File: src/rtl/counter_datachk_pkg.sv
// Shared types and widths for the incrementing-pattern data checker.
// The SLIP state exists only when DATACHK_BITSLIP_EN is defined.
package counter_datachk_pkg;

  localparam int DATA_W = 8;
  localparam int ERR_W  = 16;
  localparam int WCNT_W = 32;

`ifdef DATACHK_BITSLIP_EN
  typedef enum logic [1:0] {
    SEARCH = 2'd0,
    SLIP   = 2'd1,
    LOCKED = 2'd2
  } state_t;
`else
  typedef enum logic [1:0] {
    SEARCH = 2'd0,
    LOCKED = 2'd2
  } state_t;
`endif

endpackage

File: src/rtl/counter_datachk_sat_counter.sv
// Up-counter that sticks at all-ones; synchronous clear wins over inc.
module sat_counter #(
  parameter int W = 16
) (
  input  logic         clk,
  input  logic         rst,
  input  logic         inc,
  input  logic         clr,
  output logic [W-1:0] cnt
);

  always_ff @(posedge clk or posedge rst) begin
    if (rst) begin
      cnt <= '0;
    end else if (clr) begin
      cnt <= '0;
    end else if (inc && (cnt != '1)) begin
      cnt <= cnt + 1'b1;
    end
  end

endmodule

File: src/rtl/counter_datachk.sv
// Incrementing-count pattern checker with lock detection and error counting.
// Optional deserializer bitslip requests under DATACHK_BITSLIP_EN.
module counter_datachk
  import counter_datachk_pkg::*;
#(
  parameter int LOCK_CNT  = 16,
  parameter int LOSS_CNT  = 4,
  parameter int SLIP_WAIT = 8
) (
  input  logic              clk,
  input  logic              reset,
  input  logic [DATA_W-1:0] data_in,
  input  logic              data_valid,
  input  logic              clear_cnt,
  output logic              locked,
  output logic              bitslip,
  output logic [ERR_W-1:0]  err_cnt,
  output logic [WCNT_W-1:0] word_cnt
);

  localparam int MW = $clog2(LOCK_CNT + 1);
  localparam int LW = $clog2(LOSS_CNT + 1);
  localparam logic [MW-1:0] LOCK_M = MW'(LOCK_CNT);
  localparam logic [LW-1:0] LOSS_M = LW'(LOSS_CNT);

  state_t            state, state_n;
  logic [DATA_W-1:0] expected, exp_n;
  logic              seeded, seeded_n;
  logic [MW-1:0]     match_cnt, match_n;
  logic [LW-1:0]     miss_cnt, miss_n;
  logic              locked_n;
  logic              bitslip_n;
  logic              err_inc;
  logic              word_inc;
  logic              hit;

`ifdef DATACHK_BITSLIP_EN
  localparam int SW = $clog2(SLIP_WAIT + 1);
  localparam logic [SW-1:0] SLIP_LAST = SW'(SLIP_WAIT - 1);
  logic [SW-1:0] slip_cnt, slip_n;
`endif

  assign hit = (data_in == expected);

  always_comb begin
    state_n   = state;
    exp_n     = expected;
    seeded_n  = seeded;
    match_n   = match_cnt;
    miss_n    = miss_cnt;
    locked_n  = locked;
    bitslip_n = 1'b0;
    err_inc   = 1'b0;
    word_inc  = 1'b0;
`ifdef DATACHK_BITSLIP_EN
    slip_n    = slip_cnt;
`endif
    unique case (state)
      SEARCH: begin
        if (data_valid) begin
          exp_n    = data_in + 1'b1;
          seeded_n = 1'b1;
          if (seeded && hit) begin
            match_n = match_cnt + 1'b1;
            if (match_n == LOCK_M) state_n = LOCKED;
          end else if (seeded) begin
            match_n = '0;
`ifdef DATACHK_BITSLIP_EN
            bitslip_n = 1'b1;
            seeded_n  = 1'b0;
            slip_n    = '0;
            state_n   = SLIP;
`endif
          end
        end
      end
`ifdef DATACHK_BITSLIP_EN
      SLIP: begin
        // Wait counts every clock, valid or not, so the
        // deserializer gets a fixed settling window.
        slip_n = slip_cnt + 1'b1;
        if (slip_cnt == SLIP_LAST) begin
          state_n  = SEARCH;
          seeded_n = 1'b0;
        end
      end
`endif
      LOCKED: begin
        locked_n = 1'b1;
        if (data_valid) begin
          exp_n    = expected + 1'b1;
          word_inc = 1'b1;
          if (hit) begin
            miss_n = '0;
          end else begin
            err_inc = 1'b1;
            miss_n  = miss_cnt + 1'b1;
            if (miss_n == LOSS_M) begin
              state_n  = SEARCH;
              locked_n = 1'b0;
              match_n  = '0;
              miss_n   = '0;
              seeded_n = 1'b0;
            end
          end
        end
      end
      default: begin
        state_n  = SEARCH;
        locked_n = 1'b0;
      end
    endcase
  end

  always_ff @(posedge clk or posedge reset) begin
    if (reset) begin
      state     <= SEARCH;
      expected  <= '0;
      seeded    <= 1'b0;
      match_cnt <= '0;
      miss_cnt  <= '0;
      locked    <= 1'b0;
      bitslip   <= 1'b0;
    end else begin
      state     <= state_n;
      expected  <= exp_n;
      seeded    <= seeded_n;
      match_cnt <= match_n;
      miss_cnt  <= miss_n;
      locked    <= locked_n;
      bitslip   <= bitslip_n;
    end
  end

`ifdef DATACHK_BITSLIP_EN
  always_ff @(posedge clk or posedge reset) begin
    if (reset) slip_cnt <= '0;
    else       slip_cnt <= slip_n;
  end
`endif

  always_ff @(posedge clk or posedge reset) begin
    if (reset) begin
      word_cnt <= '0;
    end else if (clear_cnt) begin
      word_cnt <= '0;
    end else if (word_inc) begin
      word_cnt <= word_cnt + 1'b1;
    end
  end

  sat_counter #(
    .W(ERR_W)
  ) u_err (
    .clk(clk),
    .rst(reset),
    .inc(err_inc),
    .clr(clear_cnt),
    .cnt(err_cnt)
  );

endmodule
File: config.mk
export PLATFORM = sky130hd
export DESIGN_NAME = counter_datachk
export DESIGN_NICKNAME = d
export VERILOG_FILES = /design/src/rtl/counter_datachk_pkg.sv /design/src/rtl/counter_datachk_sat_counter.sv /design/src/rtl/counter_datachk.sv
export SDC_FILE = /design/constraint.sdc
export NUM_CORES = 1
export LEC_CHECK = 0
export ABC_AREA = 1
export CAP_MARGIN = 20
export CORE_ASPECT_RATIO = 1.25
export CORE_MARGIN = 1.5
export CORE_UTILIZATION = 40
export CTS_BUF_LIST = sky130_fd_sc_hd__clkbuf_4 sky130_fd_sc_hd__clkbuf_8
export DETAILED_ROUTE_END_ITERATION = 10
export GPL_ROUTABILITY_DRIVEN = 0
export PLACE_DENSITY = 0.71
export SETUP_SLACK_MARGIN = 0.3
export SLEW_MARGIN = 40
export SYNTH_ARGS = -nofsm -noshare
export SYNTH_HDL_FRONTEND = slang
export SYNTH_HIERARCHICAL = 1
export SYNTH_SLANG_ARGS = --single-unit
File: constraint.sdc
create_clock -name clk -period 1.6 [get_ports clk]
set_input_delay 0.32 -clock clk [delete_from_list [all_inputs] [get_ports clk]]
set_output_delay 0.32 -clock clk [all_outputs]
set_load 0.1 [all_outputs]
==> Word level (Yosys, flattened, before mapping) <==
Index checks and enable logic that the tools add are counted.
{ "classes": {"mux": 37, "n_reduce_logical": 11, "n_eq_ne": 12, "addsub": 6} }
{ "op_table": {"columns": ["operator", "n"], "rows": [
  ["$mux 32", 2],
  ["$add 32x1->32 const B", 1],
  ["$mux 16", 2],
  ["$mux 5", 6],
  ["$add 16x1->16 const B", 1],
  ["$add 8x1->8 const B", 2],
  ["$mux 8", 2],
  ["$ne 16x16->1 const B", 1],
  ["$pmux 8 s2", 1],
  ["$mux 1", 12],
  ["$mux 2", 6],
  ["$ne 2x2->1 const B", 6],
  ["$reduce_and 6->1", 2],
  ["$pmux 5 s2", 1],
  ["$eq 8x8->1", 1],
  ["$mux 3", 2],
  ["$reduce_bool 2->1", 3],
  ["$add 5x1->5 const B", 1],
  ["$eq 5x5->1 const B", 1],
  ["$reduce_and 5->1", 1],
  ["$pmux 1 s2", 2],
  ["$pmux 2 s2", 1],
  ["$add 3x1->3 const B", 1],
  ["$eq 3x3->1 const B", 1],
  ["6 further kinds", 7]
]} }
{ "totals": {"ff_bits": 68, "in_bits": 12, "output_inout_bits": 50, "wordCells": 74} }

==> Depth between registers and ports, before layout <==
Gate-level depths: netlist (run 1).
{ "depth": {"ltp_word": 7, "mapped_depth": 15, "mapped_depth_nobuf": 15} }

==> Modules after synthesis <==
The synthesis (run 1) kept the hierarchy.
{ "modules_own_cells": {"columns": ["module", "seq_area_each_um2", "area_per_inst_um2", "cells_per_inst", "instances"], "rows": [
  ["counter_datachk", 1276.2, 3301.9, 481, 1],
  ["sat_counter", 400.4, 1083.5, 159, 1]
]} }

==> Worst setup path before layout (run 1) <==
No wires, ideal clock.
{ "synth_path": {"kind": "reg2reg", "from": "register u_err.cnt[1]", "to": "register u_err.cnt[11]", "arrival_time_ns": 2.223, "setup_time_ns": 0.068, "slack_ns": -0.691, "path_stages_with_launch": 11, "path_cell_list": "dfrtp_1 > ha_1 > nand2_2 > nor2_8 > nand2_4 > nor2_4 > nor2_2 > nor2_4 > buf_6 > nand2_1 > nand2_1"} }
{ "synth_between": {"elab_chain_cells": 3, "word_cells_on_any_way": 6, "classes_between": "add/sub (1); eq/ne (1); mux (2); reduce/logical (2)"} }
{ "synth_lines": {"columns": ["element", "line_no", "text"], "rows": [
  ["from (decl)", "counter_datachk_sat_counter.sv:9", "output logic [W-1:0] cnt"],
  ["from (signal assigned)", "counter_datachk_sat_counter.sv:18", "cnt <= cnt + 1'b1;"],
  ["$add 16x1->16 / $ne 16x16->1 (equally long branches)", "counter_datachk_sat_counter.sv:18, counter_datachk_sat_counter.sv:17", null],
  ["$mux 16 / $logic_and 1x1->1 (equally long branches)", "counter_datachk_sat_counter.sv:17", "end else if (inc && (cnt != '1)) begin"],
  ["$mux 16 / $reduce_bool 2->1 (equally long branches)", null, null]
]} }
Several ways; a longest one is shown, not always the timed one. The select of a mux whose other input is x is not followed.
A chain may end at the register's enable or synchronous reset.

==> Worst setup path after layout (run 1) <==
{ "layout_path": {"from": "register expected[6]", "to": "register u_err.cnt[5]"} }
{ "layout_between": {"elab_chain_cells": 6} }
{ "layout_lines": {"columns": ["element", "line_no", "text"], "rows": [
  ["from (decl)", "counter_datachk.sv:27", "logic [DATA_W-1:0] expected, exp_n;"],
  ["from (signal assigned)", "counter_datachk.sv:126", "expected <= exp_n;"],
  ["$eq 8x8->1", "counter_datachk.sv:43", "assign hit = (data_in == expected);"],
  ["$mux 1", "counter_datachk.sv:93", "if (hit) begin"],
  ["$mux 1", "counter_datachk.sv:90", "if (data_valid) begin"],
  ["$mux 1", "counter_datachk.sv:58", "unique case (state)"],
  ["named net err_inc", "counter_datachk.sv:33", "logic err_inc;"],
  ["$logic_and 1x1->1", "counter_datachk_sat_counter.sv:17", null],
  ["$reduce_bool 2->1 (no line)", null, null]
]} }
The timed path passes the listed nets, and every way through them passes these cells.

==> flow_summary_export.csv, run 1 <==
group,metric,value,unit
route,initialDrtViolationCount,343,
setup_path,path_cells,"xnor2_2 -> nand2_1 -> nor2_1 -> nand2_1 -> inv_2 -> nor2_4 -> inv_2 -> nor2_4 -> nor2_4 -> buf_12 -> nand2_1 -> nand2_1",
sta,hold_ws,0.375,ns
power,leakage,0.00372,µW
logic_synthesis,synth_enable_flop_cells,0,
run_status,outcome,"completed",
logic_synthesis,synth-main-ff-cell,"sky130_fd_sc_hd__dfrtp_1",
global_route,grt.total_usage,24.6,%
placed_design,preCtsSetupSlack,-0.427,ns
flow_run,drv.max_cap_violation_count,0,
global_route,grt_antenna_before_repair,0,
logic_synthesis,synthesis.area_per_instance,6.85,µm²
clock_tree,tritoncts,"yes",
floorplan,die_width,96.7,µm
sta,timing.final.crit_share,99.5,%
floorplan,std_cell_rows,42,
route,routed_wire_length_per_instance,16.9,µm
route,detailedRoute.firstPassIterationCount,6,
route,detail_route.drc_violations,0,
logic_synthesis,seq_area_frac_synth,38.2,%
floorplan,initial_cell_density_of_the_core,41.3,%
power,power_per_unit_of_standard_cell_area,461,nW/µm²
sta,timing.final.hold_violations,0,
logic_synthesis,synth-async-reset-ratio,100,%
power,swShare,26.3,%
setup_path,cp_common_cell,"sky130_fd_sc_hd__nand2_1",
setup_path,worstSetupEndpointType,"register",
placed_design,place.detailed.instances,861,
power,power_frac_comb,10.7,%
setup_path,timing.critical_path.required,1.84,ns
sta,max_freq,628,MHz
sta,period_needed,1.59,ns
global_route,grt_pass1_vias,5164,
setup_path,critical-path-slowest-cell,"sky130_fd_sc_hd__dfrtp_1",
clock_tree,cts_root_buffer,"sky130_fd_sc_hd__clkbuf_8",
logic_synthesis,netlist_instances,640,
setup_path,critPathMaxFanout,14,
finish,stdcell_count,970,
clock_tree,clock_insertion_delay_worst_skew,0.36,ns
finish,layout-area-overhead-vs-synth,76.8,%
power,power.internal,2630,µW
route,wirelength,16.4,mm
sta,clock_skew,0.0107,ns
clock_tree,clkSlewWorstSetupHoldPaths,0.07,ns
logic_synthesis,postSynthRegisterBits,67,
setup_path,rr_worst_depth,12,
finish,post_layout_utilization_of_the_core,73.0,%
setup_path,reg2reg_setup_slack,0.008,ns
floorplan,dieArea,11600,µm²
power,power.total,3570,µW
route,vias_per_cell,5.46,
setup_path,critical_path_arrival,1.83,ns
floorplan,placeable_area,10600,µm²
logic_synthesis,synthDistinctLibCells,37,
logic_synthesis,syn_area,4390,µm²
setup_path,r2r-start,"expected[6]",
clock_tree,cts-hold-fix-buffers,0,
clock_tree,cts_inserted_buffers,9,
placed_design,hpwlAfterDp,8.92,mm
sta,setup_violations,0,
logic_synthesis,synth-warning-count,6,
floorplan,io_pins,62,
route,detailroute.via_count,5300,
logic_synthesis,mappedNetlistNets,659,
finish,design.final.nets,852,
route,postRouteAntennaNets,0,
clock_tree,h-tree-depth,3,
power,pwr-share-clk,40.8,%
global_route,grt_pass1_wl,23.5,mm
floorplan,die_h,120,µm
sta,final.setup.worst_slack,0.00773,ns
power,netSwitchingPower,940,µW
setup_path,rr_endpoint,"u_err/cnt[5]",
setup_path,critical-path-max-stage-delay,0.43,ns
power,ir_drop,304,µV
sta,rsz0062_at_grt,"yes",
clock_tree,cts_buffer_depth,2,
global_route,grt_remaining_overflow,0,
placed_design,port-buffer-count,60,
power,power.sequential.fraction,48.5,%
global_route,pin_count_of_the_biggest_net_entering_global_routing,52,
finish,antenna_cells_inserted,0,
sta,slew_viol_final,0,
finish,fraction_of_layout_cells_with_a_size_suffix_above_1,48.1,%
hold_path,hold_path.class,"in2async",
setup_path,timing.setup.critical_path_class,"reg2reg",
setup_path,startpoint_class,"register",
clock_tree,cts_num_sinks,67,
==> metal layers <==
layer	global-route usage [%]	part of all wire, %	vias to the layer above
li1	-	-	2410
met1	27.9	36	2502
met2	43.1	52	306
met3	4.78	7.3	82
met4	14.1	5.1	0
met5	0	0	-
==> area by class of cell <==
type / count / area [µm²]
multi-input combinational: 484 / 2990
fill: 672 / 2860
timing repair buffer: 193 / 2330
sequential: 67 / 1760
inverter: 78 / 309
clock buffer: 15 / 194
tap: 132 / 165
clock inverter: 1 / 5.00
==> cell usage in the layout, fill, tap and decap left out, drive strengths merged <==
| cell type | synthesis | layout |
|---|---|---|
| nand2 | 228 | 228 |
| buf | 8 | 182 |
| nor2 | 97 | 97 |
| inv | 77 | 76 |
| dfrtp | 67 | 67 |
| nand3 | 46 | 46 |
| o21ai | 37 | 37 |
| nand4 | 23 | 23 |
| clkbuf | 3 | 15 |
| a21oi | 14 | 14 |
| dlygate4sd2 | 0 | 8 |
| xnor2 | 7 | 7 |
| ha | 7 | 7 |
| nor3 | 6 | 6 |
| xor2 | 5 | 5 |
| nand3b | 5 | 5 |
| a31oi | 2 | 2 |
| and2 | 2 | 2 |
| clkdlybuf4s50 | 0 | 2 |
| clkinv | 1 | 2 |
| and3 | 1 | 1 |
| a211oi | 1 | 1 |
| o31ai | 1 | 1 |
| clkinvlp | 0 | 1 |
| nor3b | 1 | 1 |
| conb | 1 | 1 |
| dlymetal6s2s | 0 | 1 |
==> logic make-up (layout without fill, tap and decap cells) <==
kind of cell               count (synthesis)  after routing  synth area share (%)
and+or+nand+nor                          409            409                  42.3
buffers and inverters                     89            287                  8.42
DFF                                       67             67                  38.2
AOI/OAI and AO/OA                         55             55                  6.53
xor gates and xnor gates                  12             12                  2.40
adders and majority gates                  7              7                  2.00
other                                      1              1                0.0855
==> what timing repair did <==
item	CTS	global route
gates cloned	0	1
endpoints found under the hold margin	0	0
resized for setup	130	110
setup endpoints to repair	112	113
pin swaps	51	65
buffers inserted	68	24
==> worst max-delay path, delay by kind of cell, from the launching register on <==
family,cells,cell delay (ns)
xor gates and xnor gates,1,0.15
DFF,1,0.43
and+or+nand+nor,8,0.64
buffers and inverters,3,0.27
==> worst max path at each step <==
stage | start | end
floorplan | word_cnt[1] | word_cnt[18]
global placement | data_in[1] | u_err/cnt[14]
detailed placement | data_in[1] | u_err/cnt[14]
CTS | expected[4] | u_err/cnt[14]
global route | expected[1] | u_err/cnt[10]
finish | expected[6] | u_err/cnt[5]
==> registers in the layout, indices dropped and copies added, names as in the netlist <==
register / cells
miss_cnt: 3
match_cnt: 5
word_cnt: 32
u_err/cnt: 16
locked: 1
seeded: 1
state: 1
expected: 8
==> Yosys cell counts, drive strengths merged (6+ instances only) <==
cell type / n / area, µm²
dfrtp: 67 / 1680
ha: 7 / 87.6
nand4: 23 / 144
inv: 77 / 289
nor3: 6 / 35.0
nor2: 97 / 468
a21oi: 14 / 70.1
nand2: 228 / 898
xnor2: 7 / 61.3
o21ai: 37 / 189
buf: 8 / 65.1
nand3: 46 / 235
==> power groups by stage <==
stage | logic (µW) | clock network [µW] | registers (µW)
2_1_floorplan | 177 | 0 | 1760
3_3_place_gp | 289 | 0 | 1760
3_5_place_dp | 296 | 0 | 1760
4_1_cts | 340 | 1460 | 1730
5_1_grt | 418 | 1540 | 1740
6_report | 380 | 1460 | 1730
==> through the flow <==
step | TNS (ns) | instance area [µm²]
after global placement | -10.27 | 6060
after global routing | -2.10 | 7750
after CTS | 0 | 7170
after detailed placement | -12.23 | 6060
final | 0 | 7750
after floorplan | -3.81 | 4560
Note: power is estimated with default switching activity, not from simulation.
==> run 2: changes to the inputs <==
MAX_ROUTING_LAYER = met4   (was unset)
==> flow_summary_export.csv, run 2 (synthesized netlist as in run 1, its figures left out) <==
group,metric,value,unit
finish,stdcell_area,7800,µm²
finish,fraction_of_layout_cells_with_a_size_suffix_above_1,49.0,%
route,routed_wire_length_per_instance,17.2,µm
sta,final.setup.worst_slack,-0.0148,ns
clock_tree,tritoncts,"yes",
setup_path,timing.setup.critical_path_class,"reg2reg",
setup_path,startpoint_class,"register",
hold_path,hold_path.class,"in2async",
power,leakage,0.00376,µW
clock_tree,cts_buffer_depth,2,
setup_path,worstSetupEndpointType,"register",
floorplan,die_width,96.7,µm
route,wirelength,16.7,mm
finish,most-common-layout-cells,"167 x sky130_fd_sc_hd__nand2_1, 82 x sky130_fd_sc_hd__buf_4, 58 x sky130_fd_sc_hd__inv_1",
power,power.internal,2630,µW
flow_run,drv.max_cap_violation_count,0,
run_status,failed_checks,"negative setup slack",
finish,fillerInstances,662,
finish,layout-area-overhead-vs-synth,77.9,%
sta,clock_skew,0.0112,ns
route,detailroute.via_count,5341,
power,netSwitchingPower,946,µW
global_route,pin_count_of_the_biggest_net_entering_global_routing,52,
route,detail_route.drc_violations,0,
sta,max_freq,619,MHz
sta,rsz0062_at_grt,"yes",
global_route,grt_remaining_overflow,0,
power,ir_drop,326,µV
sta,timing.final.hold_violations,0,
setup_path,timing.critical_path.required,1.88,ns
placed_design,place.detailed.instances,861,
run_status,outcome,"finished with violations",
route,initialDrtViolationCount,383,
setup_path,rr_worst_depth,10,
route,vias_per_cell,5.51,
clock_tree,h-tree-depth,3,
finish,design.final.nets,852,
finish,antenna_cells_inserted,0,
floorplan,die_h,120,µm
power,swShare,26.4,%
floorplan,placeable_area,10600,µm²
floorplan,dieArea,11600,µm²
placed_design,hpwlAfterDp,8.92,mm
route,detailedRoute.firstPassIterationCount,5,
finish,layout_commonest_cell,"sky130_fd_sc_hd__nand2_1",
power,pwr-share-clk,40.9,%
finish,reg_top3,"word_cnt x32, u_err/cnt x16, expected x8",
clock_tree,cts_inserted_buffers,9,
global_route,grt.total_usage,25.3,%
power,power.sequential.fraction,48.4,%
global_route,grt_pass1_wl,23.4,mm
clock_tree,cts_root_buffer,"sky130_fd_sc_hd__clkbuf_8",
finish,largest_register_ff_count,32,
clock_tree,cts_num_sinks,67,
placed_design,preCtsSetupSlack,-0.427,ns
sta,slew_viol_final,0,
global_route,grt_pass1_vias,5168,
finish,max_flop_register,"word_cnt",
clock_tree,clkSlewWorstSetupHoldPaths,0.08,ns
floorplan,initial_cell_density_of_the_core,41.3,%
sta,hold_ws,0.373,ns
global_route,grt_antenna_before_repair,0,
setup_path,critPathMaxFanout,4,
power,power_per_unit_of_standard_cell_area,459,nW/µm²
clock_tree,clock_insertion_delay_worst_skew,0.36,ns
route,postRouteAntennaNets,0,
sta,timing.final.crit_share,101,%
placed_design,port-buffer-count,60,
sta,period_needed,1.61,ns
sta,setup_violations,4,
placed_design,placement.cell_area,6060,µm²
finish,stdcell_count,970,
floorplan,io_pins,62,
floorplan,std_cell_rows,42,
setup_path,critical_path_arrival,1.89,ns
power,power_frac_comb,10.6,%
-- run 2: power groups by stage --
stage / clock (µW) / combinational (µW) / sequential, µW
after CTS: 1460 / 340 / 1730
after global routing: 1550 / 417 / 1740
after floorplan: 0 / 177 / 1760
after global placement: 0 / 289 / 1760
final: 1460 / 380 / 1730
after detailed placement: 0 / 296 / 1760
-- run 2: worst max-delay path, stage by stage, from the launching register on --
cell                      delay (ns)
sky130_fd_sc_hd__dfrtp_2        0.44
sky130_fd_sc_hd__nand2_4        0.11
sky130_fd_sc_hd__nor2_2         0.22
sky130_fd_sc_hd__inv_2          0.10
sky130_fd_sc_hd__nor2_8         0.18
sky130_fd_sc_hd__nand2_4        0.10
sky130_fd_sc_hd__inv_4          0.09
sky130_fd_sc_hd__nand2_4        0.05
sky130_fd_sc_hd__nand2_2        0.04
sky130_fd_sc_hd__nand2_1        0.04
sky130_fd_sc_hd__nor2_1         0.13
-- run 2: area by class of cell --
cell class | count | area (µm²) | area share (%)
sequential | 67 | 1760 | 22.5
tap | 132 | 165 | 2.12
inverter | 78 | 309 | 3.96
timing repair buffer | 193 | 2340 | 30.0
clock buffer | 15 | 194 | 2.49
clock inverter | 1 | 5.00 | 0.0642
multi-input combinational | 484 | 3030 | 38.8
-- run 2: path summary, 6_finish.rpt --
check                                  start            end  slack (ns)
min in group clk                  data_in[6]    expected[6]        0.50
worst max register to register   word_cnt[6]   word_cnt[14]       -0.01
worst min-delay path                   reset  u_err/cnt[12]        0.37
worst min register to register  match_cnt[4]   match_cnt[4]        0.51
max in group asynchronous              reset       state[1]        0.92
worst max-delay path             word_cnt[6]   word_cnt[14]       -0.01
-- run 2: layer usage --
layer	wire [µm]	global-route usage, %	vias up	part of all wire [%]
met2	8490	42.9	313	51
met1	6100	28.0	2528	37
met3	1170	4.37	91	7.0
met5	0	-	-	0
li1	-	-	2409	-
met4	912	15.2	0	5.5
-- run 2: what timing repair did --
action                                  in CTS  in global routing
endpoints found under the setup margin     112                113
gates cloned                                 0                  1
resized for setup                          130                120
buffers inserted                            68                 24
hold buffers                                 0                  0
pin swaps                                   51                 70
-- run 2: per-stage QoR --
step / TNS [ns] / total power [µW] / utilization [%]
global route: -2.41 / 3700 / 73.5
global placement: -10.27 / 2050 / 57.1
finish: -0.0320 / 3580 / 73.5
floorplan: -3.81 / 1940 / -
CTS: 0 / 3530 / 67.6
detailed placement: -12.23 / 2060 / 57.1
